<file path="config.mk">
export PLATFORM = sky130hd
export DESIGN_NAME = pipe_stage_reg
export DESIGN_NICKNAME = d
export VERILOG_FILES = /design/src/rtl/pipe_stage_reg.sv
export SDC_FILE = /design/constraint.sdc
export NUM_CORES = 1
export LEC_CHECK = 0
export ABC_AREA = 1
export BUFFER_PORTS_ARGS = -buffer_cell sky130_fd_sc_hd__buf_2
export CAP_MARGIN = 15
export CORE_MARGIN = 2
export CORE_UTILIZATION = 45
export CTS_BUF_LIST = sky130_fd_sc_hd__clkbuf_8 sky130_fd_sc_hd__clkbuf_16
export CTS_CLUSTER_DIAMETER = 30
export DETAILED_ROUTE_END_ITERATION = 8
export PLACE_DENSITY = 0.74
export SLEW_MARGIN = 20
export SYNTH_ARGS = -nofsm -noshare
export SYNTH_HDL_FRONTEND = slang
export SYNTH_SLANG_ARGS = --single-unit
</file>
<file path="constraint.sdc">
create_clock -name clk -period 2.2 [get_ports clk]
set_input_delay 0.22 -clock clk [delete_from_list [all_inputs] [get_ports clk]]
set_output_delay 0.22 -clock clk [all_outputs]
set_load 0.05 [all_outputs]
</file>
<file path="src/rtl/pipe_stage_reg.sv">
// pipe_stage_reg: one pipeline stage boundary with a valid/ready handshake.
// Carries an opaque payload plus control bits. Control bits are forced to zero
// whenever the stage holds no entry. Payload is zeroed as well when CLEAR_DATA=1.
// A saturating counter records the cycles spent back-pressured.
// Optional macro PIPE_STAGE_SKID_EN selects a 2-entry skid buffer. With it,
// in_ready comes from flops only. Without it, the stage is a single register
// whose in_ready depends combinationally on out_ready.
`timescale 1ns/1ps

module pipe_stage_reg #(
  parameter int DATA_W     = 32,
  parameter int CTRL_W     = 8,
  parameter int CLEAR_DATA = 1,
  parameter int CNT_W      = 16
) (
  input  logic              clk,
  input  logic              rst,
  input  logic              flush,
  input  logic              in_valid,
  output logic              in_ready,
  input  logic [DATA_W-1:0] in_data,
  input  logic [CTRL_W-1:0] in_ctrl,
  output logic              out_valid,
  input  logic              out_ready,
  output logic [DATA_W-1:0] out_data,
  output logic [CTRL_W-1:0] out_ctrl,
  output logic [CNT_W-1:0]  stall_cnt
);

  // Payload value presented by an empty slot: zero, or the stale value when clearing is off.
  function automatic logic [DATA_W-1:0] bubble_data(input logic [DATA_W-1:0] held);
    return (CLEAR_DATA != 0) ? '0 : held;
  endfunction

  // Saturating increment: sticks at all-ones instead of wrapping.
  function automatic logic [CNT_W-1:0] sat_inc(input logic [CNT_W-1:0] v);
    return (&v) ? v : v + CNT_W'(1);
  endfunction

  logic              accept;
  logic              consume;
  logic [DATA_W-1:0] out_data_q, out_data_d;
  logic [CTRL_W-1:0] out_ctrl_q, out_ctrl_d;
  logic [CNT_W-1:0]  stall_cnt_q, stall_cnt_d;

  assign accept    = in_valid & in_ready;
  assign consume   = out_valid & out_ready;
  assign out_data  = out_data_q;
  assign out_ctrl  = out_ctrl_q;
  assign stall_cnt = stall_cnt_q;

`ifdef PIPE_STAGE_SKID_EN

  typedef enum logic [1:0] {
    ST_EMPTY = 2'd0,
    ST_ONE   = 2'd1,
    ST_TWO   = 2'd2
  } state_e;

  state_e            state_q, state_d;
  logic [DATA_W-1:0] skid_data_q, skid_data_d;
  logic [CTRL_W-1:0] skid_ctrl_q, skid_ctrl_d;

  // The skid slot is occupied exactly in ST_TWO, so in_ready is a pure flop decode.
  assign in_ready  = (state_q != ST_TWO) && !flush;
  assign out_valid = (state_q != ST_EMPTY);

  // State, output and skid registers; async reset empties both slots.
  always_ff @(posedge clk or posedge rst) begin
    if (rst) begin
      state_q     <= ST_EMPTY;
      out_data_q  <= '0;
      out_ctrl_q  <= '0;
      skid_data_q <= '0;
      skid_ctrl_q <= '0;
    end else begin
      state_q     <= state_d;
      out_data_q  <= out_data_d;
      out_ctrl_q  <= out_ctrl_d;
      skid_data_q <= skid_data_d;
      skid_ctrl_q <= skid_ctrl_d;
    end
  end

  // Next state and slot contents; flush overrides every handshake.
  always_comb begin
    state_d     = state_q;
    out_data_d  = out_data_q;
    out_ctrl_d  = out_ctrl_q;
    skid_data_d = skid_data_q;
    skid_ctrl_d = skid_ctrl_q;
    if (flush) begin
      state_d     = ST_EMPTY;
      out_data_d  = bubble_data(out_data_q);
      out_ctrl_d  = '0;
      skid_data_d = bubble_data(skid_data_q);
      skid_ctrl_d = '0;
    end else begin
      case (state_q)
        ST_EMPTY: begin
          if (accept) begin
            state_d    = ST_ONE;
            out_data_d = in_data;
            out_ctrl_d = in_ctrl;
          end
        end
        ST_ONE: begin
          if (accept && consume) begin
            out_data_d = in_data;
            out_ctrl_d = in_ctrl;
          end else if (accept) begin
            // Downstream stalled this cycle: park the newcomer behind the head.
            state_d     = ST_TWO;
            skid_data_d = in_data;
            skid_ctrl_d = in_ctrl;
          end else if (consume) begin
            state_d    = ST_EMPTY;
            out_data_d = bubble_data(out_data_q);
            out_ctrl_d = '0;
          end
        end
        ST_TWO: begin
          if (consume) begin
            state_d     = ST_ONE;
            out_data_d  = skid_data_q;
            out_ctrl_d  = skid_ctrl_q;
            skid_data_d = bubble_data(skid_data_q);
            skid_ctrl_d = '0;
          end
        end
        default: begin
          state_d    = ST_EMPTY;
          out_data_d = bubble_data(out_data_q);
          out_ctrl_d = '0;
        end
      endcase
    end
  end

`else

  logic out_valid_q, out_valid_d;

  // Single register: a consume frees the slot in the same cycle it is refilled.
  assign in_ready  = !flush && (!out_valid_q || out_ready);
  assign out_valid = out_valid_q;

  // Output register; async reset leaves the stage empty.
  always_ff @(posedge clk or posedge rst) begin
    if (rst) begin
      out_valid_q <= 1'b0;
      out_data_q  <= '0;
      out_ctrl_q  <= '0;
    end else begin
      out_valid_q <= out_valid_d;
      out_data_q  <= out_data_d;
      out_ctrl_q  <= out_ctrl_d;
    end
  end

  // Load on accept, bubble on flush or on consume with nothing behind it.
  always_comb begin
    out_valid_d = out_valid_q;
    out_data_d  = out_data_q;
    out_ctrl_d  = out_ctrl_q;
    if (flush) begin
      out_valid_d = 1'b0;
      out_data_d  = bubble_data(out_data_q);
      out_ctrl_d  = '0;
    end else if (accept) begin
      out_valid_d = 1'b1;
      out_data_d  = in_data;
      out_ctrl_d  = in_ctrl;
    end else if (consume) begin
      out_valid_d = 1'b0;
      out_data_d  = bubble_data(out_data_q);
      out_ctrl_d  = '0;
    end
  end

`endif

  // Back-pressure counter; flush does not touch it, only rst clears it.
  always_ff @(posedge clk or posedge rst) begin
    if (rst) begin
      stall_cnt_q <= '0;
    end else begin
      stall_cnt_q <= stall_cnt_d;
    end
  end

  // Count every cycle an entry is held while downstream refuses it.
  always_comb begin
    stall_cnt_d = stall_cnt_q;
    if (out_valid && !out_ready) begin
      stall_cnt_d = sat_inc(stall_cnt_q);
    end
  end

endmodule

</file>
==> results.md <==
* Status: completed
* Avg Cell Area, Syn at 7.999 µm²
* Hold Crit Class: input pin to asynchronous set/reset pin
* VDD IR max at 0.7662 mV
* Final setup viols at 0
* Largest net degree at the start of global routing at 58
* Worst Max-Slew Pin Slew at ~700 ps
* Fillers at 535
* Fin area at 3435 µm²
* Die width at 81.28 µm
* Post-synthesis sequential area ratio at 53.07%
* Final WL at 6628 µm
* CTS buffer count at 9
* GR met3 Demand/Resource at 7.444%
* Via count at ~2500
* Clock Tree Root: clkbuf_8
* Syn nets at 382
* Maxcap violations at 0
* Total grt overflow at 0
* CTS tree: yes
* Worst EP required at 2420 ps
* H-tree lvl count at 3
* Antenna Cells at 0
* Final GP Congestion at 0.7869
* Sink Count at 57
* Vias in the first global route at 2332
* Drt via density at between 4 and 5
* Pins Over Slew Limit at 0
* Initial antenna violation count at 0
* Max_slew headroom at 53.21%
* Initial core utilization at about 46%
* Reg clk slew, reported paths at 70 ps
* Gr usage total at 20.69%
* CTS Hold Bufs at 0
* DR WL/cell at 12.77 µm
* Setup_tns at 0 ps
* Die height at 81.28 µm
* Top Usage Layer GRT: met2
* DRT iter0 DRCs at 77
* Share of layout cells above drive strength 1 at a little under a third
* Placed Area at 3262 µm²
* Kind of critical path: register to register
* M1 GR Usage at between 20% and 30%
* Met2 global-route usage at 32.38%
* Netlist cell types at 18
* Core ar. at 5851 µm²
* Drt first pass iters at 4
* Die area at 6606 µm²
* Row count at 28
* F_max at 591.0 MHz
* Skew final at 3.981 ps
* FF+latch count, synth at 57
* Post-CTS setup buffer count at 0
* Final Critical Period at roughly 1700 ps
* DRC Markers at 0
* RSZ-0062 raised after global routing: no
* Clk buf depth at 2
* Pleak at 1.809 nW
* Power, Total at about 2.6 mW
* Worst EP arrival at 1910 ps
* Final-report hold violation count at 0
* Synthesis warning total at 0
* Power Density at 763.3 nW/µm²
* I/O pin total at 103
* Mapped Area at between 2000 and 3000 µm²
* Worst skew pair latency at 330 ps
* Post-cts sizing count at 0
* Area growth syn-to-layout at 27.79%
* Nature of the critical path startpoint: register
* Detailed placement HPWL at 4668 µm
* DRT antenna net count at 0
* Mapped Cells at ~340
* Finished Core Util at 58.70%
* Port bufs at 102
* First-pass GRT wire length at 10470 µm
* Period utilization at between 70 and 80%
* Worst Path Max Fanout at 12
* Nets at 485
* Critical path endpoint category: register
-- placed cells by master, fill, tap and decap left out, drive strengths merged --
cell and instances:
buf 106, nand2 76, inv 61, dfrtp 57, nand3 53, o21ai 42, nor2 24, clkbuf 10
nand4 4, clkinv 4, xor2 3, xnor2 1, a21oi 1, ha 1, clkinvlp 1
-- worst max-delay path, stage by stage (launching register included) --
cell	delay, ps
dfrtp_1	410
ha_1	240
nand2_2	90
nor2_4	140
nand4_1	430
nand3_1	200
nand2_1	70
-- sequential cells by signal, indices dropped and copies added, names as in the netlist --
| register | cells |
|---|---|
| out_valid | 1 |
| out_ctrl | 8 |
| stall_cnt | 16 |
| out_data | 32 |
-- cell families after synthesis --
| logic type | synth area share, % |
|---|---|
| buffers and inverters | 10.75 |
| AND/OR/NAND/NOR | 25.98 |
| adder cells (fa/ha/maj) | 0.4655 |
| flip-flops | 53.07 |
| AO/OA/AOI/OAI | 8.427 |
| XOR/XNOR | 1.304 |
-- metrics by stage --
| step | worst slack [ps] | hold slack [ps] | std cells |
|---|---|---|---|
| 3_3_place_gp | 620.1 | 423.8 | 503 |
| 4_1_cts | 502.3 | 78.88 | 519 |
| 2_1_floorplan | 462.0 | 286.4 | 336 |
| 5_1_grt | 342.3 | 73.63 | 519 |
| 3_5_place_dp | 518.1 | 431.3 | 503 |
| 6_report | 508.0 | 86.72 | 519 |
-- final timing paths --
path                            slack, ps         start      endpoint  cells after the start
max in group asynchronous            1650           rst  stall_cnt[6]                      3
min in group clk                       90         flush     out_valid                      2
worst min-delay path                   90           rst  out_data[17]                      3
worst min register to register        520   out_ctrl[1]   out_ctrl[1]                      2
worst max register to register        510  stall_cnt[0]  stall_cnt[8]                      6
worst max-delay path                  510  stall_cnt[0]  stall_cnt[8]                      6
-- cells in the mapped netlist (all sizes together) --
| master | instances | area, µm² |
|---|---|---|
| xnor2 | 1 | 8.760 |
| a21oi | 1 | 5.000 |
| o21ai | 42 | 221.5 |
| clkbuf | 5 | 18.77 |
| nand4 | 4 | 25.02 |
| buf | 9 | 45.04 |
| inv | 60 | 225.2 |
| nor2 | 24 | 115.1 |
| nand2 | 76 | 292.8 |
| xor2 | 3 | 26.28 |
| dfrtp | 57 | 1426 |
| nand3 | 53 | 265.3 |
| ha | 1 | 12.51 |
-- final cells by class --
class                           instances  area, µm²  share of cell area (%)
Multi-Input combinational cell        205      975.9                   28.42
Inverter                               60      225.2                   6.557
Tap cell                               75      93.84                   2.732
Sequential cell                        57       1426                   41.53
Clock buffer                           10      137.6                   4.007
Timing Repair Buffer                  106      540.5                   15.74
Clock inverter                          6      35.03                   1.020
-- metal layers --
layer,routed length (µm),share of wire [%]
met2,2983,45
met5,0,0
met3,493,7.4
met4,79,1.2
met1,3071,46
-- where the power goes --
group,switching (mW),internal [mW]
clock network,0.412,0.430
registers,0.0658,1.12
logic,0.449,0.144
Power figures use the tool's default switching activity.
